File: src/rtl/mem_arbiter_pkg.sv
// mem_arbiter_pkg: shared operation/state types and timer width for the memory arbiter
package mem_arbiter_pkg;
  typedef enum logic [1:0] {
    REQ_NOP   = 2'b00,
    REQ_READ  = 2'b01,
    REQ_WRITE = 2'b10
  } mem_req_op_e;
  typedef enum logic [1:0] {
    IDLE,
    BUSY,
    DONE
  } arb_state_e;
  localparam int TIMER_WIDTH = 8;
endpackage

File: src/rtl/mem_arbiter_if.sv
// mem_arbiter_if: requester and memory-unit bus of the arbiter
interface mem_arbiter_if
  import mem_arbiter_pkg::*;
#(
  parameter int DATA_BUS_WIDTH = 8,
  parameter int ADDRESS_WIDTH  = 16
);
  logic [1:0]                          req;
  mem_req_op_e [1:0]                   req_op;
  logic [1:0][ADDRESS_WIDTH-1:0]       req_addr;
  logic [1:0][DATA_BUS_WIDTH-1:0]      req_wdata;
  logic [1:0]                          grant;
  logic [1:0]                          done;
  logic                                err;
  logic [DATA_BUS_WIDTH-1:0]           rdata;
  mem_req_op_e                         mem_op;
  logic [ADDRESS_WIDTH-1:0]            mem_addr;
  logic [DATA_BUS_WIDTH-1:0]           mem_wdata;
  logic                                mem_op_done;
  logic [DATA_BUS_WIDTH-1:0]           mem_rdata;
  modport slave (
    input  req, req_op, req_addr, req_wdata, mem_op_done, mem_rdata,
    output grant, done, err, rdata, mem_op, mem_addr, mem_wdata
  );
  modport master (
    output req, req_op, req_addr, req_wdata, mem_op_done, mem_rdata,
    input  grant, done, err, rdata, mem_op, mem_addr, mem_wdata
  );
endinterface

File: src/rtl/mem_arb_timer.sv
// mem_arb_timer: cycle counter that flags when a memory transaction has waited too long
module mem_arb_timer
  import mem_arbiter_pkg::*;
#(
  parameter int TIMEOUT_CYCLES = 255
) (
  input  logic clk,
  input  logic rst_n,
  input  logic clear,
  input  logic enable,
  output logic expired
);
  logic [TIMER_WIDTH-1:0] cnt_q, cnt_d;
  // clear wins over counting so a new transaction always starts from zero
  always_comb cnt_d = clear ? '0 : enable ? cnt_q + 1'b1 : cnt_q;
  // counter register
  always_ff @(posedge clk or negedge rst_n)
    if (!rst_n) cnt_q <= '0;
    else cnt_q <= cnt_d;
  assign expired = enable && (cnt_q == TIMER_WIDTH'(TIMEOUT_CYCLES));
endmodule

File: src/rtl/mem_arbiter.sv
// mem_arbiter: round-robin arbiter granting one of two requesters access to a memory unit
module mem_arbiter
  import mem_arbiter_pkg::*;
#(
  parameter int DATA_BUS_WIDTH = 8,
  parameter int ADDRESS_WIDTH  = 16,
  parameter int TIMEOUT_CYCLES = 255
) (
  input logic         clk,
  input logic         rst_n,
  mem_arbiter_if.slave bus
);
  arb_state_e                state_q, state_d;
  logic [1:0]                grant_q, grant_d;
  logic                      last_q, last_d;
  mem_req_op_e               op_q, op_d;
  logic [ADDRESS_WIDTH-1:0]  addr_q, addr_d;
  logic [DATA_BUS_WIDTH-1:0] wdata_q, wdata_d;
  logic [DATA_BUS_WIDTH-1:0] rdata_q, rdata_d;
  logic                      err_q, err_d;
  logic                      sel, clear, busy, expired;
  assign sel  = (&bus.req) ? ~last_q : bus.req[1];
  assign busy = (state_q == BUSY);
  mem_arb_timer #(.TIMEOUT_CYCLES(TIMEOUT_CYCLES)) u_timer (
    .clk    (clk),
    .rst_n  (rst_n),
    .clear  (clear),
    .enable (busy),
    .expired(expired)
  );
  // next-state: latch a request, wait for completion or timeout, then pulse done
  always_comb begin
    state_d = state_q;
    grant_d = grant_q;
    last_d  = last_q;
    op_d    = op_q;
    addr_d  = addr_q;
    wdata_d = wdata_q;
    rdata_d = rdata_q;
    err_d   = err_q;
    clear   = 1'b0;
    case (state_q)
      IDLE: if (|bus.req) begin
        grant_d = sel ? 2'b10 : 2'b01;
        op_d    = bus.req_op[sel];
        addr_d  = bus.req_addr[sel];
        wdata_d = bus.req_wdata[sel];
        rdata_d = '0;
        err_d   = 1'b0;
        clear   = 1'b1;
        state_d = (bus.req_op[sel] == REQ_NOP) ? DONE : BUSY;
      end
      BUSY: if (bus.mem_op_done) begin
        rdata_d = bus.mem_rdata;
        err_d   = 1'b0;
        state_d = DONE;
      end else if (expired) begin
        rdata_d = '1;
        err_d   = 1'b1;
        state_d = DONE;
      end
      DONE: begin
        last_d  = grant_q[1];
        grant_d = '0;
        state_d = IDLE;
      end
      default: state_d = IDLE;
    endcase
  end
  // state and latched transaction registers; last-grant resets to host so ctrl wins first
  always_ff @(posedge clk or negedge rst_n)
    if (!rst_n) begin
      state_q <= IDLE;
      grant_q <= '0;
      last_q  <= 1'b1;
      op_q    <= REQ_NOP;
      addr_q  <= '0;
      wdata_q <= '0;
      rdata_q <= '0;
      err_q   <= 1'b0;
    end else begin
      state_q <= state_d;
      grant_q <= grant_d;
      last_q  <= last_d;
      op_q    <= op_d;
      addr_q  <= addr_d;
      wdata_q <= wdata_d;
      rdata_q <= rdata_d;
      err_q   <= err_d;
    end
  assign bus.grant     = grant_q;
  assign bus.done      = (state_q == DONE) ? grant_q : 2'b00;
  assign bus.err       = (state_q == DONE) & err_q;
  assign bus.rdata     = (state_q == DONE) ? rdata_q : '0;
  assign bus.mem_op    = busy ? op_q : REQ_NOP;
  assign bus.mem_addr  = addr_q;
  assign bus.mem_wdata = wdata_q;
endmodule

File: src/flat_wrapper.sv
// flat-port wrapper written by rule: the top's interface ports become plain ports
module mem_arbiter_flat import mem_arbiter_pkg::*;
#(
  parameter int DATA_BUS_WIDTH = 8,
  parameter int ADDRESS_WIDTH  = 16,
  parameter int TIMEOUT_CYCLES = 255
)
  (clk, rst_n, bus_req, bus_req_op, bus_req_addr, bus_req_wdata, bus_mem_op_done, bus_mem_rdata, bus_grant, bus_done, bus_err, bus_rdata, bus_mem_op, bus_mem_addr, bus_mem_wdata);
  mem_arbiter_if #(.DATA_BUS_WIDTH(DATA_BUS_WIDTH), .ADDRESS_WIDTH(ADDRESS_WIDTH)) bus_i ();
  input logic clk;
  input logic rst_n;
  input wire logic [$bits(bus_i.req)-1:0] bus_req;
  input wire logic [$bits(bus_i.req_op)-1:0] bus_req_op;
  input wire logic [$bits(bus_i.req_addr)-1:0] bus_req_addr;
  input wire logic [$bits(bus_i.req_wdata)-1:0] bus_req_wdata;
  input wire logic [$bits(bus_i.mem_op_done)-1:0] bus_mem_op_done;
  input wire logic [$bits(bus_i.mem_rdata)-1:0] bus_mem_rdata;
  output wire logic [$bits(bus_i.grant)-1:0] bus_grant;
  output wire logic [$bits(bus_i.done)-1:0] bus_done;
  output wire logic [$bits(bus_i.err)-1:0] bus_err;
  output wire logic [$bits(bus_i.rdata)-1:0] bus_rdata;
  output wire logic [$bits(bus_i.mem_op)-1:0] bus_mem_op;
  output wire logic [$bits(bus_i.mem_addr)-1:0] bus_mem_addr;
  output wire logic [$bits(bus_i.mem_wdata)-1:0] bus_mem_wdata;
  assign bus_i.req = bus_req;
  assign bus_i.req_op = bus_req_op;
  assign bus_i.req_addr = bus_req_addr;
  assign bus_i.req_wdata = bus_req_wdata;
  assign bus_i.mem_op_done = bus_mem_op_done;
  assign bus_i.mem_rdata = bus_mem_rdata;
  assign bus_grant = bus_i.grant;
  assign bus_done = bus_i.done;
  assign bus_err = bus_i.err;
  assign bus_rdata = bus_i.rdata;
  assign bus_mem_op = bus_i.mem_op;
  assign bus_mem_addr = bus_i.mem_addr;
  assign bus_mem_wdata = bus_i.mem_wdata;
  mem_arbiter #(.DATA_BUS_WIDTH(DATA_BUS_WIDTH), .ADDRESS_WIDTH(ADDRESS_WIDTH), .TIMEOUT_CYCLES(TIMEOUT_CYCLES)) u_core (.clk(clk), .rst_n(rst_n), .bus(bus_i));
endmodule
File: config.mk
export PLATFORM = sky130hd
export DESIGN_NAME = mem_arbiter_flat
export DESIGN_NICKNAME = d
export VERILOG_FILES = /design/src/rtl/mem_arbiter_pkg.sv /design/src/rtl/mem_arbiter_if.sv /design/src/rtl/mem_arb_timer.sv /design/src/rtl/mem_arbiter.sv /design/src/flat_wrapper.sv
export SDC_FILE = /design/constraint.sdc
export NUM_CORES = 1
export LEC_CHECK = 0
export ABC_AREA = 1
export BUFFER_PORTS_ARGS = -buffer_cell sky130_fd_sc_hd__buf_4
export CAP_MARGIN = 15
export CELL_PAD_IN_SITES_DETAIL_PLACEMENT = 1
export CELL_PAD_IN_SITES_GLOBAL_PLACEMENT = 1
export CORE_AREA = 2 2 68 118
export CTS_CLUSTER_DIAMETER = 150
export CTS_CLUSTER_SIZE = 25
export DETAILED_ROUTE_END_ITERATION = 10
export DIE_AREA = 0 0 70 120
export HOLD_SLACK_MARGIN = 0.05
export PLACE_DENSITY = 0.85
export SYNTH_ARGS = -nofsm -noshare
export SYNTH_HDL_FRONTEND = slang
export SYNTH_HIERARCHICAL = 1
export SYNTH_SLANG_ARGS = --single-unit
File: constraint.sdc
create_clock -name clk -period 2 [get_ports clk]
set_input_delay 0.4 -clock clk [delete_from_list [all_inputs] [get_ports clk]]
set_output_delay 0.4 -clock clk [all_outputs]
set_load 0.005 [all_outputs]
Word level (Yosys, flattened, before mapping)
Cells that the tools add are included.

cells by class
  eq/ne operators = 5
  bitwise logic cells = 2
  multiplexer cells = 30
  add/sub/neg operators = 1
  order comparisons = 1
  reductions and logical operators = 12

operators with widths
  operator                                                                  number
  8-bit 2-to-1 mux                                                          8
  16-bit 2-to-1 mux                                                         2
  2-bit 2-to-1 mux                                                          10
  8-bit one-hot mux with 2 select lines                                     1
  8-bit by 1-bit adder with 8-bit output (second input constant)            1
  8-bit == test (second input constant)                                     1
  2-bit one-hot mux with 2 select lines                                     2
  2-bit AND reduction                                                       4
  1-bit 2-to-1 mux                                                          6
  2-bit nonzero test                                                        3
  2-bit zero test                                                           2
  3-bit inequality test (second input constant)                             1
  3-bit AND reduction                                                       1
  2-bit by 1-bit == test with 1-bit output (second input constant)          1
  2-bit == test (second input constant)                                     1
  1-bit by 2-bit < comparator with 1-bit output (second input constant)     1
  2-bit by 1-bit inequality test with 1-bit output (second input constant)  1
  1-bit one-hot mux with 2 select lines                                     1
  2-bit OR reduction                                                        1
  1-bit AND                                                                 1
  1-bit logical AND                                                         1
  1-bit NOT                                                                 1

storage, ports and cells
  flip-flop bits (word level) = 48
  logic and storage cells = 60
  bits of input ports = 65
  output and inout bits = 39

Longest topological paths before layout
  depth after elaboration = 8
  depth in mapped cells = 9
  gate-level depth less buffers = 8

Hierarchy
Netlist, hierarchy kept.

modules (own cells, without submodules)
  module         area each (um^2)  instances  sequential area each (um^2)  cells each
  mem_arbiter    1963.1            1          1002.2                       242
  mem_arb_timer  421.7             1          200.2                        53

Worst setup path before layout
No wires, ideal clock.

  path kind = register to register
  from = register u_core.state_q[0]
  to = register u_core.err_q
  buffers on the path = 2
  setup time = 0.074 ns
  data required time = 1.926 ns
  clock period less this slack = 1.684 ns
  cell stages (with the launch flop) = 10
  setup slack = 0.316 ns
  arrival time = 1.610 ns
  cells stage by stage = dfrtp_1 inv_2 nor2_1 buf_2 nand3_1 nor4_1 nand3b_2 nand2_4 buf_6 o21ai_2

between the ends
  cells in the longest elaborated chain, start to end = 4
  elaborated cells between the ends (all ways) = 8
  classes of those cells = eq/ne (3); mux (1); reduce/logical (4)

ends and longest elaborated chain
  element                                   RTL line             RTL
  start: declaration                        mem_arbiter.sv:13    arb_state_e state_q, state_d;
  start signal: assignment                  mem_arbiter.sv:82    state_q <= state_d;
  2-bit by 1-bit == test with 1-bit output  mem_arbiter.sv:23    assign busy = (state_q == BUSY);
  via u_core.busy                           mem_arbiter.sv:21    logic sel, clear, busy, expired;
  1-bit logical AND                         mem_arb_timer.sv:20  assign expired = enable && (cnt_q == TIMER_WIDTH'(TIMEOUT_CYCLES));
  via u_core.expired                        mem_arbiter.sv:21
  3-bit inequality test (no source line)    --
  3-bit AND reduction (no source line)      --
  end signal: assignment                    mem_arbiter.sv:89    err_q <= err_d;
  end: declaration                          mem_arbiter.sv:20    logic err_q, err_d;

The timed path passes the listed nets, and every way through them passes these cells.
A chain may end at the register's enable or synchronous reset.

Worst setup path after layout
  from = register u_core.state_q[0]
  to = output port bus_mem_op[1]

between the ends
  cells in the longest elaborated chain, start to end = 2

ends and longest elaborated chain
  element                                   RTL line            RTL
  2-bit by 1-bit == test with 1-bit output  mem_arbiter.sv:23
  2-bit 2-to-1 mux                          mem_arbiter.sv:95   assign bus.mem_op = busy ? op_q : REQ_NOP;
  end: declaration                          flat_wrapper.sv:22  output wire logic [$bits(bus_i.mem_op)-1:0] bus_mem_op;

No other way between the ends.

==> flow_summary.ini <==
[timing]
fmax_mhz = 548
relSlewSlack_pct = 58.1
min_period_ns = 1.82
maxSlewViolCount = 0
worst_pin_slew_ns = 0.629
rsz0062_at_grt = no
final.setup_skew_ns = 0.00636
fin_crit_sh_pct = 91.2
final.setup.tns_ns = 0
hold_viol = 0
worst_slack_ns = 0.176
setup_viol = 0

[setup_path]
endpoint_kind = output pin
r2r_setup_slack_ns = 0.19
crit_slowest_cell = dfrtp_1
crit_arrival_ns = 1.42
required_ns = 1.60
cp_max_fo = 13
crit_chain = inv_2, nor2_1, buf_4, inv_1, nor2_1, buf_4
cp-start-kind = register
critPathMaxStageDelay_ns = 0.41
critPathKind = reg -> out
r2r_cells = 7

[floorplan]
dieArea_um2 = 8400
floorplan.initialDensity_pct = 32.0
die_h_um = 120
rows = 42
io_pins = 104
die_w_um = 70
core_region_area_um2 = 7460

[synth]
syn_area_per_cell_um2 = 8.08
ys_types = 28
synthesis.nets = 361
synthCells = 295
yosys_warnings = 6
ys_seq_area_share_pct = 50.4
ys_ff_latch = 48
netlist_area_um2 = 2380

[worst_hold_path]
hold_path_class = in -> async

[routing]
dr.first_iter.drc_count = 52
dr.pass1.iters = 4
wl_per_cell_um = 14.0
avgViaCountPerCell = 4.82
ant_nets = 0
wl_mm = 6.84
vias = 2357
drc_errors = 0

[global_route]
antenna_found_initial = 0
track_usage_pct = 16.6
grt_pass1_vias = 2597
grt_max_degree = 49
overflow = 0
grt_pass1_wl_mm = 11.3

[place]
io_buffers = 103
post-place-cells = 481
pre_cts_slack_ns = 0.242
hpwl_mm = 5.25
place.gp.congestion = 0.748

[outcome]
status = finished clean

[clocking]
cts_tree = yes
cts_max_level = 2
clockBufferDepth = 2
cts.clk_slew.worst_paths_ns = 0.06
cts_buffers = 5
insertion_delay_ns = 0.29
cts.sinks = 48
root_buffer = clkbuf_16
cts_setup_buffers = 0

[finish]
final_cells = 489
layout_commonest_cell = buf_4
drive_gt1_share_pct = 35.4
final_cell_mix = buf_4, nand2_1, dfrtp_1
fin_nets = 466
antenna_cells = 0
area_delta_synth_final_pct = 42.2

[power_and_ir_drop]
power.leakage_uw = 0.00174
power_uw = 4470
power_density_nw_per_um2 = 1320
ir_drop_mv = 0.597

[flow_run]
cap_violations = 0
-- path summary, 6_finish.rpt --
path                                           end               startpoint
hold reg to reg                       u_core/err_q             u_core/err_q
setup / recovery                     bus_mem_op[1]        u_core/state_q[0]
min in group clk           u_core/bus.mem_wdata[0]         bus_req_wdata[0]
hold / removal             u_core/bus.mem_addr[10]                    rst_n
max in group asynchronous           u_core/op_q[0]                    rst_n
setup reg to reg                 u_core/rdata_q[1]  u_core/u_timer/cnt_q[0]
-- sequential cells by signal, indices dropped and copies added (netlist names) --
name	cells
u_core/last_q	1
u_core/err_q	1
u_core/bus.mem_wdata	8
u_core/u_timer/cnt_q	8
u_core/bus.grant	2
u_core/bus.mem_addr	16
u_core/rdata_q	8
u_core/op_q	2
u_core/state_q	2
-- synth_stat cells (all sizes together) --
library cell,count,area [µm²]
nand3,33,165
nand2,106,418
nor3,1,5.00
dfstp,1,26.3
inv,26,97.6
buf,9,68.8
clkinv,1,5.00
o21ai,22,155
nand3b,3,26.3
a21oi,7,38.8
xnor2,1,8.76
dfrtp,47,1180
clkbuf,1,3.75
nor2,33,159
o22ai,2,12.5
nor4,1,6.26
ha,1,12.5
-- worst max-delay path, delay by kind of cell (launching register included) --
kind                   cells  cell delay (ns)
buffers and inverters      4             0.50
flip-flops                 1             0.41
AND/OR/NAND/NOR            2             0.23
-- final cells by class --
| class | count | area, µm² |
|---|---|---|
| Inverter | 27 | 103 |
| Timing Repair Buffer | 108 | 811 |
| Clock buffer | 8 | 156 |
| Multi-Input combinational cell | 210 | 1010 |
| Tap cell | 88 | 110 |
| Fill cell | 926 | 4070 |
| Sequential cell | 48 | 1200 |
-- logic make-up after synthesis --
kind of cell               Yosys count  synth area share [%]
buffers and inverters               37                  7.34
and+or+nand+nor                    177                  32.7
adders and majority gates            1                 0.525
DFF                                 48                  50.4
xor gates and xnor gates             1                 0.367
AOI/OAI and AO/OA                   31                  8.66
-- what timing repair did --
action / 4_1_cts / 5_1_grt
endpoints found under the setup margin: 0 / 4
resized for setup: 0 / 1
hold buffers: 0 / 0
-- per-layer routing --
layer | global-route usage, % | vias up | routed length, µm
met5 | 0 | - | 0
met2 | 31.9 | 79 | 3720
met1 | 16.9 | 1134 | 2550
li1 | - | 1134 | -
met3 | 4.70 | 10 | 456
met4 | 5.41 | 0 | 111
-- stage by stage --
stage / hold slack [ns] / instance area, µm² / util (%)
global placement: 0.458 / 3230 / 43.3
CTS: 0.149 / 3390 / 45.4
global route: 0.179 / 3390 / 45.5
finish: 0.122 / 3390 / 45.5
floorplan: 0.104 / 2380 / -
detailed placement: 0.454 / 3230 / 43.3
-- power by group --
part	leakage, µW	switching [µW]	internal, µW
combinational	0.00105	1090	890
sequential	0.000610	239	1360
clock	0.0000772	351	533
Power figures use the tool's default switching activity.
